--- config.mk ---
export PLATFORM = sky130hd
export DESIGN_NAME = acia_rx_fifo
export DESIGN_NICKNAME = d
export VERILOG_FILES = /design/src/rtl/acia_pkg.sv /design/src/rtl/acia_rx_fifo.sv
export SDC_FILE = /design/constraint.sdc
export NUM_CORES = 1
export LEC_CHECK = 0
export BUFFER_PORTS_ARGS = -buffer_cell sky130_fd_sc_hd__buf_2
export CAP_MARGIN = 30
export CORE_AREA = 8 8 122 124
export CTS_CLUSTER_DIAMETER = 80
export DETAILED_ROUTE_END_ITERATION = 12
export DIE_AREA = 0 0 130 132
export GPL_TIMING_DRIVEN = 0
export MAX_ROUTING_LAYER = met4
export PLACE_DENSITY_LB_ADDON = 0.25
export SLEW_MARGIN = 20
export SYNTH_ARGS = -nofsm -noshare
export SYNTH_HDL_FRONTEND = slang
export SYNTH_SLANG_ARGS = --single-unit
--- constraint.sdc ---
create_clock -name clk -period 2.9 [get_ports clk]
set_input_delay 0.58 -clock clk [delete_from_list [all_inputs] [get_ports clk]]
set_output_delay 0.58 -clock clk [all_outputs]
set_load 0.005 [all_outputs]
--- src/rtl/acia_pkg.sv ---
// rtl/acia_pkg.sv - shared ACIA receive-FIFO constants and status packing
package acia_pkg;

    localparam int ACIA_DEPTH_LOG2 = 4;

    localparam int ST_RDRF = 0;
    localparam int ST_FE   = 1;
    localparam int ST_OVR  = 2;
    localparam int ST_FULL = 3;
    localparam int ST_IRQ  = 7;

    localparam int CTRL_IE    = 0;
    localparam int CTRL_FLUSH = 1;
    localparam int CTRL_CLR   = 2;

    function automatic logic [7:0] acia_status(
        input logic rdrf,
        input logic fe,
        input logic ovr,
        input logic full,
        input logic irq
    );
        logic [7:0] s;
        s          = 8'h00;
        s[ST_RDRF] = rdrf;
        s[ST_FE]   = fe;
        s[ST_OVR]  = ovr;
        s[ST_FULL] = full;
        s[ST_IRQ]  = irq;
        return s;
    endfunction

endpackage

--- src/rtl/acia_rx_fifo.sv ---
// rtl/acia_rx_fifo.sv - ACIA receive FIFO with status/control register and interrupt
module acia_rx_fifo
    import acia_pkg::*;
#(
    parameter int DEPTH_LOG2 = ACIA_DEPTH_LOG2
) (
    input  logic       clk,
    input  logic       reset_n,
    input  logic [7:0] rx_dat,
    input  logic       rx_stb,
    input  logic       rx_err,
    input  logic       cs,
    input  logic       we,
    input  logic       rs,
    input  logic [7:0] din,
    output logic [7:0] dout,
    output logic       irq
);

    typedef logic [DEPTH_LOG2-1:0] ptr_t;
    typedef logic [DEPTH_LOG2:0]   cnt_t;

    localparam cnt_t DEPTH_C = cnt_t'(1 << DEPTH_LOG2);
    localparam cnt_t CNT_ONE = cnt_t'(1);
    localparam ptr_t PTR_ONE = ptr_t'(1);

    logic [7:0] mem [1 << DEPTH_LOG2];

    ptr_t wr_ptr, rd_ptr, wr_ptr_n, rd_ptr_n;
    cnt_t count, count_n;
    logic stb_q, err_q;
    logic fe, ovr, ie;
    logic fe_n, ovr_n, ie_n;

    logic push, fe_set, rd_data, rd_stat, ctrl_wr, flush, clr;
    logic full, rdrf, pop, push_ok, ovr_set, unused_din;

    assign unused_din = ^din[7:3];

    assign push    = rx_stb & ~stb_q;
    assign fe_set  = rx_err & ~err_q;
    assign rd_data = cs & ~we & ~rs;
    assign rd_stat = cs & ~we & rs;
    assign ctrl_wr = cs & we & rs;
    assign flush   = ctrl_wr & din[CTRL_FLUSH];
    assign clr     = ctrl_wr & din[CTRL_CLR];

    assign rdrf    = (count != '0);
    assign full    = (count == DEPTH_C);
    assign pop     = rd_data & rdrf;
    // A pop in the same cycle frees the slot, so a full FIFO still accepts the byte.
    assign push_ok = push & (~full | pop);
    assign ovr_set = push & full & ~pop;

    always_comb begin
        wr_ptr_n = wr_ptr;
        rd_ptr_n = rd_ptr;
        count_n  = count;
        if (flush) begin
            wr_ptr_n = '0;
            rd_ptr_n = '0;
            count_n  = '0;
        end else begin
            if (push_ok) wr_ptr_n = wr_ptr + PTR_ONE;
            if (pop)     rd_ptr_n = rd_ptr + PTR_ONE;
            if (push_ok && !pop)      count_n = count + CNT_ONE;
            else if (pop && !push_ok) count_n = count - CNT_ONE;
        end
    end

    // Setting a flag wins over a same-cycle clear.
    always_comb begin
        ie_n  = ctrl_wr ? din[CTRL_IE] : ie;
        fe_n  = fe_set  | (fe  & ~clr);
        ovr_n = ovr_set | (ovr & ~clr);
    end

    always_ff @(posedge clk) begin
        if (push_ok && !flush) mem[wr_ptr] <= rx_dat;
    end

    always_ff @(posedge clk or negedge reset_n) begin
        if (!reset_n) begin
            stb_q  <= 1'b1;
            err_q  <= 1'b1;
            wr_ptr <= '0;
            rd_ptr <= '0;
            count  <= '0;
            fe     <= 1'b0;
            ovr    <= 1'b0;
            ie     <= 1'b0;
            irq    <= 1'b0;
            dout   <= 8'h00;
        end else begin
            stb_q  <= rx_stb;
            err_q  <= rx_err;
            wr_ptr <= wr_ptr_n;
            rd_ptr <= rd_ptr_n;
            count  <= count_n;
            fe     <= fe_n;
            ovr    <= ovr_n;
            ie     <= ie_n;
            irq    <= ie_n & ((count_n != '0) | fe_n | ovr_n);
            if (rd_data)
                dout <= rdrf ? mem[rd_ptr] : 8'h00;
            else if (rd_stat)
                dout <= acia_status(rdrf, fe, ovr, full, irq);
        end
    end

endmodule

# After elaboration in Yosys (flattened, before gate mapping)
# Memories as Yosys holds them, arrays and structs flattened.
# Cells that the tools add are included.
# classes
n_reduce_logical	11
n_eq_ne	1
muxes	13
n_bitwise	28
addsub	4
# ops
operator	count
8-bit 2-to-1 mux	3
1-bit AND	16
4-bit 2-to-1 mux	4
5-bit 2-to-1 mux	3
5-bit nonzero test	2
4-bit by 1-bit adder with 4-bit output, second input constant	2
1-bit NOT	7
2-bit nonzero test	3
5-bit by 1-bit adder with 5-bit output, second input constant	1
5-bit equality test, second input constant	1
1-bit OR	5
5-bit by 1-bit subtractor with 5-bit output, second input constant	1
1-bit logical AND	3
1-bit logical NOT	3
1-bit 2-to-1 mux	3
# word_totals
memories	1
ff_bits	27
input_bits	23
output_inout_bits	9
ramBits	128
elab_cells	68
# memory_table
memory	words	word_bits	rd	rd_ports_with_merged_regs	write_ports	line_no	rtl
mem	16	8	1	0	1	acia_rx_fifo.sv:27	logic [7:0] mem [1 << DEPTH_LOG2];

# Logic depth before layout (Yosys ltp)
# Gate-level depths: netlist of run 1.
# logic_depth
ltp_word	15
depth_mapped	8
mapped_depth_nobuf	8

# Worst setup path before layout of run 1
# Ideal clock, no wire load.
# synth_path
kind	input to register
from	input rs
to	memory mem[0][0], enable pin
path_buffers	1
setup_slack_ns	0.196
arrival_time_ns	2.321
stages	6
setup_time_ns	0.383
required_time_ns	2.517
cell_sequence	buf_2 or3b_4 and2_1 nor3_1 nand2_1 nor3_1
# synth_between
elab_chain_cells	8
word_cells_on_any_way	11
cone_classes	mux: 2; bitwise: 7; reduce/logical: 2
# synth_rtl
item	line_no	rtl
from (decl)	acia_rx_fifo.sv:14	input logic rs,
1-bit NOT	acia_rx_fifo.sv:42	assign rd_data = cs & ~we & ~rs;
1-bit AND	acia_rx_fifo.sv:42	
1-bit AND	acia_rx_fifo.sv:50	assign pop = rd_data & rdrf;
1-bit OR	acia_rx_fifo.sv:52	assign push_ok = push & (~full | pop);
1-bit AND	acia_rx_fifo.sv:52	
1-bit logical AND (*)	acia_rx_fifo.sv:79	if (push_ok && !flush) mem[wr_ptr] <= rx_dat;
1-bit 2-to-1 mux (*)	acia_rx_fifo.sv:79	
1-bit 2-to-1 mux (implied by the code) (*)	acia_rx_fifo.sv:79	
to (decl)	acia_rx_fifo.sv:27	
# Mark *: on every way between the ends. The rest lies on a longest branch, timed or not.

# Worst setup path after layout of run 1
# layout_path
from	register rd_ptr[3]
to	register dout[5]
# layout_between
elab_chain_cells	3
# layout_rtl
item	line_no	rtl
from (decl)	acia_rx_fifo.sv:29	ptr_t wr_ptr, rd_ptr, wr_ptr_n, rd_ptr_n;
from (signal assigned)	acia_rx_fifo.sv:98	rd_ptr <= rd_ptr_n;
memory read 16 x 8 bit	n/a	
8-bit 2-to-1 mux	acia_rx_fifo.sv:105	dout <= rdrf ? mem[rd_ptr] : 8'h00;
8-bit 2-to-1 mux	acia_rx_fifo.sv:104	if (rd_data)
to (signal assigned)	acia_rx_fifo.sv:105	
to (signal assigned)	acia_rx_fifo.sv:107	dout <= acia_status(rdrf, fe, ovr, full, irq);
to (decl)	acia_rx_fifo.sv:16	output logic [7:0] dout,
# No other way between the ends.
# A chain may end at the register's enable or synchronous reset.

==> flow_metrics.env, run 1 <==
export IMPL_status="finished clean"
export IMPL_stdcell_count=577
export IMPL_synth_nets=363
export IMPL_synth_edf_count=128
export IMPL_r2r_slack_ns=0.16
export IMPL_path_class="reg -> reg"
export IMPL_rows=42
export IMPL_die_h_um=132
export IMPL_grt_overflow=0
export IMPL_dr_first_iter_drc_count=241
export IMPL_avgViaCountPerCell=5.66
export IMPL_hold_viol=0
export IMPL_power_density_nw_per_um2=859
export IMPL_syn_inst=332
export IMPL_insertion_delay_ns=0.42
export IMPL_setup_violations=0
export IMPL_drt_pass1_iterations=4
export IMPL_worstMarginPinSlew_ns=0.820
export IMPL_core_area_um2=13000
export IMPL_fin_skew_ns=0.00679
export IMPL_die_x_um=130
export IMPL_dp_cells=545
export IMPL_hpwl_um=8800
export IMPL_hp_class="in -> async"
export IMPL_fmax_ghz=0.365
export IMPL_cp_max_fo=10
export IMPL_seq_area_um2=4520
export IMPL_async_flop_share=0.174
export IMPL_crit_start="rd_ptr[3]"
export IMPL_path_clk_slew_ns=0.06
export IMPL_grt_first_pass_wirelength_um=20500
export IMPL_cts_tree="done"
export IMPL_yosys_area_top_type="edfxtp_1"
export IMPL_max_cap_violations=0
export IMPL_grt_usage=0.173
export IMPL_grt_antenna_before_repair=0
export IMPL_period_needed_ns=2.74
export IMPL_r2r_start="rd_ptr[3]"
export IMPL_synth_area_um2=6310
export IMPL_post_cts_buffers=0
export IMPL_drive_above_1_share=0.307
export IMPL_layout_commonest_cell="edfxtp_1"
export IMPL_synth_warnings=0
export IMPL_synth_top_cell_area_share=0.609
export IMPL_wl_per_cell_um=22.8
export IMPL_grt_max_degree=28
export IMPL_clockRootBuffer="clkbuf_16"
export IMPL_wl_um=13200
export IMPL_routabilityCongestion=0.791
export IMPL_dieArea_um2=17200
export IMPL_peakVddDrop_v=0.000550
export IMPL_nets=419
export IMPL_ys_types=44
export IMPL_cts_num_sinks=155
export IMPL_leakage_nw=2.54
export IMPL_n_antenna_cell=0
export IMPL_hold_buffers=0
export IMPL_slew_headroom=0.453
export IMPL_drcViolationCount=0
export IMPL_num_vias=3265
export IMPL_rr_endpoint="dout[5]"
export IMPL_mostFrequentLayoutCells="edfxtp_1, mux4_2, nor2_1"
export IMPL_cp_required_ns=3.20
export IMPL_numCtsBuffers=17
export IMPL_ys_flop_type="edfxtp_1"
export IMPL_rr_worst_depth=5
export IMPL_fill_cells=983
export IMPL_synthTopCellsByArea="edfxtp_1, mux4_2, dfrtp_1"
export IMPL_final_core_util=0.570
export IMPL_cp_start_kind="register"
export IMPL_seq_area_frac_synth=0.716
export IMPL_io_buffers=25
export IMPL_cts_buffer_depth=2
export IMPL_start_util=0.486
export IMPL_cts_htree_levels=4
export IMPL_syn_to_final_growth_pct=17.1
export IMPL_synth_avg_cell_area_um2=19.0
export IMPL_slew_viol_final=0
export IMPL_end_kind="register"
export IMPL_critPathArrivalTime_ns=3.05
export IMPL_finalCritPeriodShare=0.946
export IMPL_rsz0062_at_grt="no"
export IMPL_io_pins=32
export IMPL_ys_ff_latch=155
export IMPL_grt_pass1_vias=3494
export IMPL_multi_input_area_um2=1730
export IMPL_ant_nets=0
export IMPL_setup_worst_path_end="dout[5]"
==> state kept, by name, summed over array words and instances (netlist names) <==
register	cells
ie	1
ovr	1
wr_ptr	4
stb_q	1
dout	8
mem	128
count	5
rd_ptr	4
fe	1
err_q	1
irq	1
==> through the flow <==
| step | hold slack, ns | setup TNS, ns | setup slack, ns | instance area, um^2 | power (W) |
|---|---|---|---|---|---|
| after global placement | 0.459 | -48.50 | -0.822 | 6660 | 0.00421 |
| final | 0.188 | 0 | 0.157 | 7390 | 0.00635 |
| after detailed placement | 0.473 | -8.35 | -0.305 | 6800 | 0.00428 |
| after global routing | 0.228 | 0 | 0.0258 | 7390 | 0.00662 |
| after CTS | 0.193 | 0 | 0.0406 | 7370 | 0.00638 |
| after floorplan | 0.284 | 0 | 0.196 | 6310 | 0.00383 |
==> cell usage after synthesis, drive strengths merged (4+ instances only) <==
library cell    n
a221oi          4
edfxtp        128
nor3            6
nand2          11
buf             9
nand2b          4
mux4           40
clkbuf          6
dfrtp          25
xor2            7
ha              8
nor2           37
inv             6
a22o            4
==> per-layer routing <==
metal	wire, um	track usage	share of wire
met1	5200	0.223	0.40
met2	6460	0.256	0.49
met3	1260	0.0473	0.096
met4	247	0.0652	0.019
met5	0	-	0
==> area by class of cell <==
cell class	count	share of cell area
sequential	155	0.612
multi-input combinational	156	0.234
clock buffer	19	0.0586
timing repair buffer	37	0.0332
tap	176	0.0298
clock inverter	13	0.0171
buffer	15	0.0125
inverter	6	0.00305
==> how the worst min path moves through the flow <==
stage | slack (ns) | cells after the start | to
detailed placement | 0.47 | 2 | dout[0]
floorplan | 0.28 | 0 | count[0]
global route | 0.23 | 1 | count[1]
global placement | 0.46 | 2 | dout[0]
finish | 0.19 | 1 | count[0]
CTS | 0.19 | 1 | count[0]
==> kinds of logic (layout without fill, tap and decap cells) <==
kind of cell,Yosys count,count (layout),share of synthesized area
multiplexers,43,43,0.151
adder cells (fa/ha/maj),8,8,0.0159
AND/OR/NAND/NOR,75,75,0.0601
flip-flops,155,155,0.716
AO/OA/AOI/OAI,20,20,0.0244
XOR/XNOR,10,10,0.0139
buffers and inverters,21,90,0.0180
==> repair_timing <==
item,in CTS,in global routing
hold endpoints to repair,0,0
gates resized for setup,2,6
endpoints found under the setup margin,16,102
==> where the power goes <==
part / internal (W) / switching (W)
clock: 0.00125 / 0.000845
sequential: 0.00262 / 0.000148
combinational: 0.000743 / 0.000741
==> worst max-delay path, cell delays in order (launching register included) <==
cell and delay, ns:
dfrtp_1 0.32, clkbuf_1 0.46, clkbuf_1 0.66, mux4_2 0.42, mux4_2 0.53, a22o_1 0.24
Note: power is estimated with default switching activity, not from simulation.
==> run 2, diff against run 1 <==
- RECOVER_POWER: default -> 100
==> run 2 against run 1 <==
  * The run now ends with capacitance limit, slew limit left
  * First-iteration DRC count down 3.3%
  * Via count up 0.89%
  * Sequential power about the same
  * Clock skew about the same
  * Count of clock-buffer cells in the layout unchanged
  * Core utilization down 0.32 points
  * Cell count unchanged
  * Fmax about the same
  * Die area unchanged
  * Critical path depth unchanged
  * Largest cell class unchanged
==> flow_metrics.env, run 2 (same netlist as run 1, synthesis figures left out) <==
export IMPL_drcViolationCount=0
export IMPL_grt_overflow=0
export IMPL_grt_pass1_vias=3494
export IMPL_n_antenna_cell=0
export IMPL_die_x_um=130
export IMPL_cp_cell_sequence="clkbuf_1 -> clkbuf_1 -> mux4_2 -> mux4_2 -> a22o_1"
export IMPL_cp_required_ns=3.20
export IMPL_power_density_nw_per_um2=863
export IMPL_path_class="reg -> reg"
export IMPL_start_util=0.486
export IMPL_rsz0062_at_grt="no"
export IMPL_post_cts_resized=2
export IMPL_grt_max_degree=28
export IMPL_setup_violations=0
export IMPL_worst_path_largest_cell_delay_ns=0.65
export IMPL_end_kind="register"
export IMPL_p_sw_w=0.00174
export IMPL_io_buffers=25
export IMPL_cp_max_fo=10
export IMPL_nets=419
export IMPL_avgViaCountPerCell=5.71
export IMPL_p_comb_frac=0.232
export IMPL_grt_antenna_before_repair=0
export IMPL_routabilityCongestion=0.791
export IMPL_p_seq_frac=0.436
export IMPL_fill_cells=999
export IMPL_total_power_w=0.00634
export IMPL_whs_ns=0.266
export IMPL_grt_usage=0.173
export IMPL_p_clk_frac=0.331
export IMPL_seq_area_um2=4520
export IMPL_core_area_um2=13000
export IMPL_wl_um=13300
export IMPL_largest_reg_flops=128
export IMPL_numCtsBuffers=17
export IMPL_dieArea_um2=17200
export IMPL_io_pins=32
export IMPL_worstMarginPinSlew_ns=1.58
export IMPL_clockRootBuffer="clkbuf_16"
export IMPL_dr_first_iter_drc_count=233
export IMPL_hold_viol=0
export IMPL_finalCritPeriodShare=0.947
export IMPL_worst_path_buf_inv=2
export IMPL_slew_viol_final=28
export IMPL_path_delay_family="buffers and inverters"
export IMPL_cp_start_kind="register"
export IMPL_critPathArrivalTime_ns=3.05
export IMPL_cts_htree_levels=4
export IMPL_drt_pass1_iterations=5
export IMPL_ant_nets=0
export IMPL_die_h_um=132
export IMPL_internal_power_w=0.00461
export IMPL_grt_first_pass_wirelength_um=20500
export IMPL_period_needed_ns=2.75
export IMPL_max_cap_violations=1
export IMPL_mostFrequentLayoutCells="edfxtp_1, mux4_2, nor2_1"
export IMPL_multi_input_area_um2=1730
export IMPL_cp_slowest_cell="clkbuf_1"
export IMPL_hold_buffers=0
export IMPL_largest_register="mem"
export IMPL_fin_skew_ns=0.00727
export IMPL_slew_headroom=-0.0560
export IMPL_syn_to_final_growth_pct=16.5
export IMPL_post_cts_buffers=0
export IMPL_peakVddDrop_v=0.000548
export IMPL_timing_setup_tns_ns=0
export IMPL_failed_checks="capacitance limit, slew limit"
export IMPL_top_regs="mem x128, dout x8, count x5"
export IMPL_cts_buffer_depth=2
export IMPL_num_vias=3294
export IMPL_fmax_ghz=0.364
export IMPL_status="finished, violations left"
export IMPL_p_sw_frac=0.274
export IMPL_hp_class="in -> reg"
export IMPL_layout_commonest_cell="edfxtp_1"
export IMPL_hpwl_um=8800
export IMPL_insertion_delay_ns=0.43
export IMPL_path_clk_slew_ns=0.06
export IMPL_drive_above_1_share=0.269
export IMPL_rows=42
export IMPL_cts_num_sinks=155
export IMPL_wl_per_cell_um=23.0
export IMPL_final_core_util=0.566
export IMPL_leakage_nw=2.50
export IMPL_cts_tree="done"
run 2: cell types whose count changed in the layout (fill, tap and decap cells not counted), moves of 2 or more:
cell      previous run  this run
clkbuf_2             2         7
buf_4                4         1
buf_1                3         1
buf_2               27        14
buf_6               10         8
clkbuf_1             7        22
run 2: area by class of cell:
type	instances	share of cell area
plain buffers	15	0.0124
well taps	176	0.0300
clock buffers	19	0.0589
repair buffers	37	0.0286
clock inverters	13	0.0172
multi-input cells	156	0.235
flip-flops and latches	155	0.615
inverters	6	0.00306
run 2: final timing paths:
check	slack [ns]	start	to	cells past startpoint
setup / recovery	0.15	rd_ptr[3]	dout[5]	5
hold / removal	0.27	rx_err	err_q	1
setup reg to reg	0.15	rd_ptr[3]	dout[5]	5
hold reg to reg	0.49	dout[0]	dout[0]	2
max in group asynchronous	1.43	reset_n	rd_ptr[0]	1
min in group asynchronous	0.55	reset_n	count[0]	1
run 2: power groups by stage:
stage          clock [W]  combinational [W]  sequential, W
2_1_floorplan          0            0.00106        0.00277
3_3_place_gp           0            0.00142        0.00280
3_5_place_dp           0            0.00148        0.00281
4_1_cts          0.00212            0.00149        0.00276
5_1_grt          0.00221            0.00161        0.00279
6_report         0.00210            0.00147        0.00277
run 2: routing by layer:
metal / track usage / up-vias / wire, um
met5: - / - / 0
met4: 0.0652 / 0 / 249
met3: 0.0473 / 22 / 906
met2: 0.256 / 140 / 6400
met1: 0.223 / 1697 / 5710
li1: - / 1435 / -
run 2: per-stage QoR:
stage	cells	setup slack (ns)	cell area (um^2)
final	577	0.154	7350
after global routing	577	0.0259	7350
after CTS	577	0.0406	7370
after detailed placement	545	-0.305	6800
after global placement	533	-0.822	6660
after floorplan	332	0.196	6310
==> run 3, diff against run 2 <==
- CORE_AREA: 8 8 122 124 -> 5 5 119 121
- DIE_AREA: 0 0 130 132 -> 0 0 124 126
- PLACE_DENSITY: default -> 0.75
- PLACE_DENSITY_LB_ADDON: 0.25 -> default
==> run 3 against run 2 <==
  * The run now ends clean
  * First-iteration DRC count rose by 35%
  * Critical path type unchanged
  * Combinational power barely moved
  * Hold slack got worse by 0.0075 ns
  * Flip-flop and latch count did not move
  * Total power rose by 3.2%
  * Die area fell by 9.0%
  * Register-to-register slack barely moved
  * Cell count rose by 0.17%
  * Cell area rose by 0.34%
  * Highest routed layer unchanged
  * Core utilization rose by 0.19 points
==> flow_metrics.env, run 3 (same netlist as run 1, synthesis figures left out) <==
export IMPL_syn_to_final_growth_pct=16.9
export IMPL_cts_buffer_depth=2
export IMPL_grt_antenna_before_repair=1
export IMPL_fin_skew_ns=0.00663
export IMPL_drive_above_1_share=0.262
export IMPL_mostFrequentLayoutCells="edfxtp_1, mux4_2, nor2_1"
export IMPL_fill_cells=980
export IMPL_ant_nets=0
export IMPL_slew_viol_final=0
export IMPL_hpwl_um=8610
export IMPL_hp_class="in -> reg"
export IMPL_grt_first_pass_wirelength_um=20300
export IMPL_critPathArrivalTime_ns=3.07
export IMPL_wl_per_cell_um=23.3
export IMPL_io_pins=32
export IMPL_largest_register="mem"
export IMPL_cp_start_kind="register"
export IMPL_largest_reg_flops=128
export IMPL_grt_overflow=0
export IMPL_routabilityCongestion=0.851
export IMPL_num_vias=3382
export IMPL_cts_htree_levels=4
export IMPL_setup_ws_ns=0.149
export IMPL_start_util=0.486
export IMPL_nets=419
export IMPL_dr_first_iter_drc_count=314
export IMPL_fmax_ghz=0.363
export IMPL_rows=42
export IMPL_end_kind="register"
export IMPL_power_density_nw_per_um2=887
export IMPL_die_h_um=126
export IMPL_grt_max_degree=28
export IMPL_stdcell_count=578
export IMPL_top_regs="mem x128, dout x8, count x5"
export IMPL_grt_pass1_vias=3445
export IMPL_drt_pass1_iterations=5
export IMPL_layout_commonest_cell="edfxtp_1"
export IMPL_timing_setup_tns_ns=0
export IMPL_cp_required_ns=3.21
export IMPL_worstMarginPinSlew_ns=1.47
export IMPL_period_needed_ns=2.75
export IMPL_post_cts_buffers=0
export IMPL_clockRootBuffer="clkbuf_16"
export IMPL_leakage_nw=2.51
export IMPL_die_x_um=124
export IMPL_path_clk_slew_ns=0.06
export IMPL_grt_usage=0.191
export IMPL_setup_violations=0
export IMPL_status="finished clean"
export IMPL_cts_tree="done"
export IMPL_wl_um=13500
export IMPL_r2r_start="rd_ptr[3]"
export IMPL_dpl_worst_slack_ns=-0.232
export IMPL_path_class="reg -> reg"
export IMPL_slew_headroom=0.0211
export IMPL_hold_viol=0
export IMPL_io_buffers=25
export IMPL_hold_buffers=0
export IMPL_crit_start="rd_ptr[3]"
export IMPL_core_area_um2=13000
export IMPL_rsz0062_at_grt="no"
export IMPL_hp_start="rx_err"
export IMPL_dieArea_um2=15600
export IMPL_peakVddDrop_v=0.000569
export IMPL_finalCritPeriodShare=0.949
export IMPL_numCtsBuffers=17
export IMPL_drcViolationCount=0
export IMPL_dp_cells=545
export IMPL_max_cap_violations=0
export IMPL_avgViaCountPerCell=5.85
export IMPL_cp_max_fo=10
export IMPL_cts_num_sinks=155
export IMPL_insertion_delay_ns=0.43
-- run 3: cell count changes in the layout (fill, tap and decap cells not counted), sizes merged --
cell,previous run,this run
buf,25,18
clkinvlp,3,4
clkbuf,46,52
clkinv,7,4
inv,7,8
diode,0,1
bufinv,2,4
-- run 3: per-stage QoR --
stage,total power (W),hold slack (ns),area (um^2),util
floorplan,0.00383,0.284,6310,-
global placement,0.00418,0.457,6660,0.513
detailed placement,0.00426,0.470,6770,0.522
CTS,0.00659,0.163,7410,0.571
global route,0.00683,0.237,7380,0.568
finish,0.00654,0.259,7380,0.568
-- run 3: final cells by class --
cell class	count	area (um^2)	share of cell area
buffer	15	91.3	0.0124
sequential	155	4520	0.613
clock inverter	14	194	0.0263
inverter	6	22.5	0.00305
multi-input combinational	156	1710	0.232
antenna	1	2.50	0.000339
clock buffer	18	429	0.0582
tap	176	220	0.0299
timing repair buffer	37	184	0.0249
-- run 3: layer usage --
metal | routed length, um | global-route usage | share of wire | up-vias
li1 | - | - | - | 1439
met1 | 5180 | 0.243 | 0.38 | 1745
met2 | 6820 | 0.299 | 0.51 | 182
met3 | 1270 | 0.0596 | 0.094 | 16
met4 | 182 | 0.0509 | 0.014 | 0
met5 | 0 | - | 0 | -
-- run 3: worst paths after layout --
check / slack, ns / cells after the start / end
max: 0.15 / 5 / dout[5]
min: 0.26 / 1 / err_q
max reg2reg: 0.15 / 5 / dout[5]
min reg2reg: 0.48 / 2 / dout[0]
max in group asynchronous: 1.55 / 1 / count[3]
min in group asynchronous: 0.50 / 1 / dout[2]
-- run 3: timing repair --
| action | in CTS | in global routing |
|---|---|---|
| hold endpoints to repair | 0 | 0 |
| resized for setup | 5 | 4 |
| endpoints found under the setup margin | 28 | 92 |
-- run 3: where the power goes --
group	switching (W)	internal (W)
clock	0.000874	0.00144
sequential	0.000150	0.00262
combinational	0.000736	0.000724
-- run 3: critical path: stages, from the launching register on --
cell	delay, ns
dfrtp_1	0.33
clkbuf_1	0.47
clkbuf_1	0.64
mux4_2	0.43
mux4_2	0.54
a22o_1	0.22
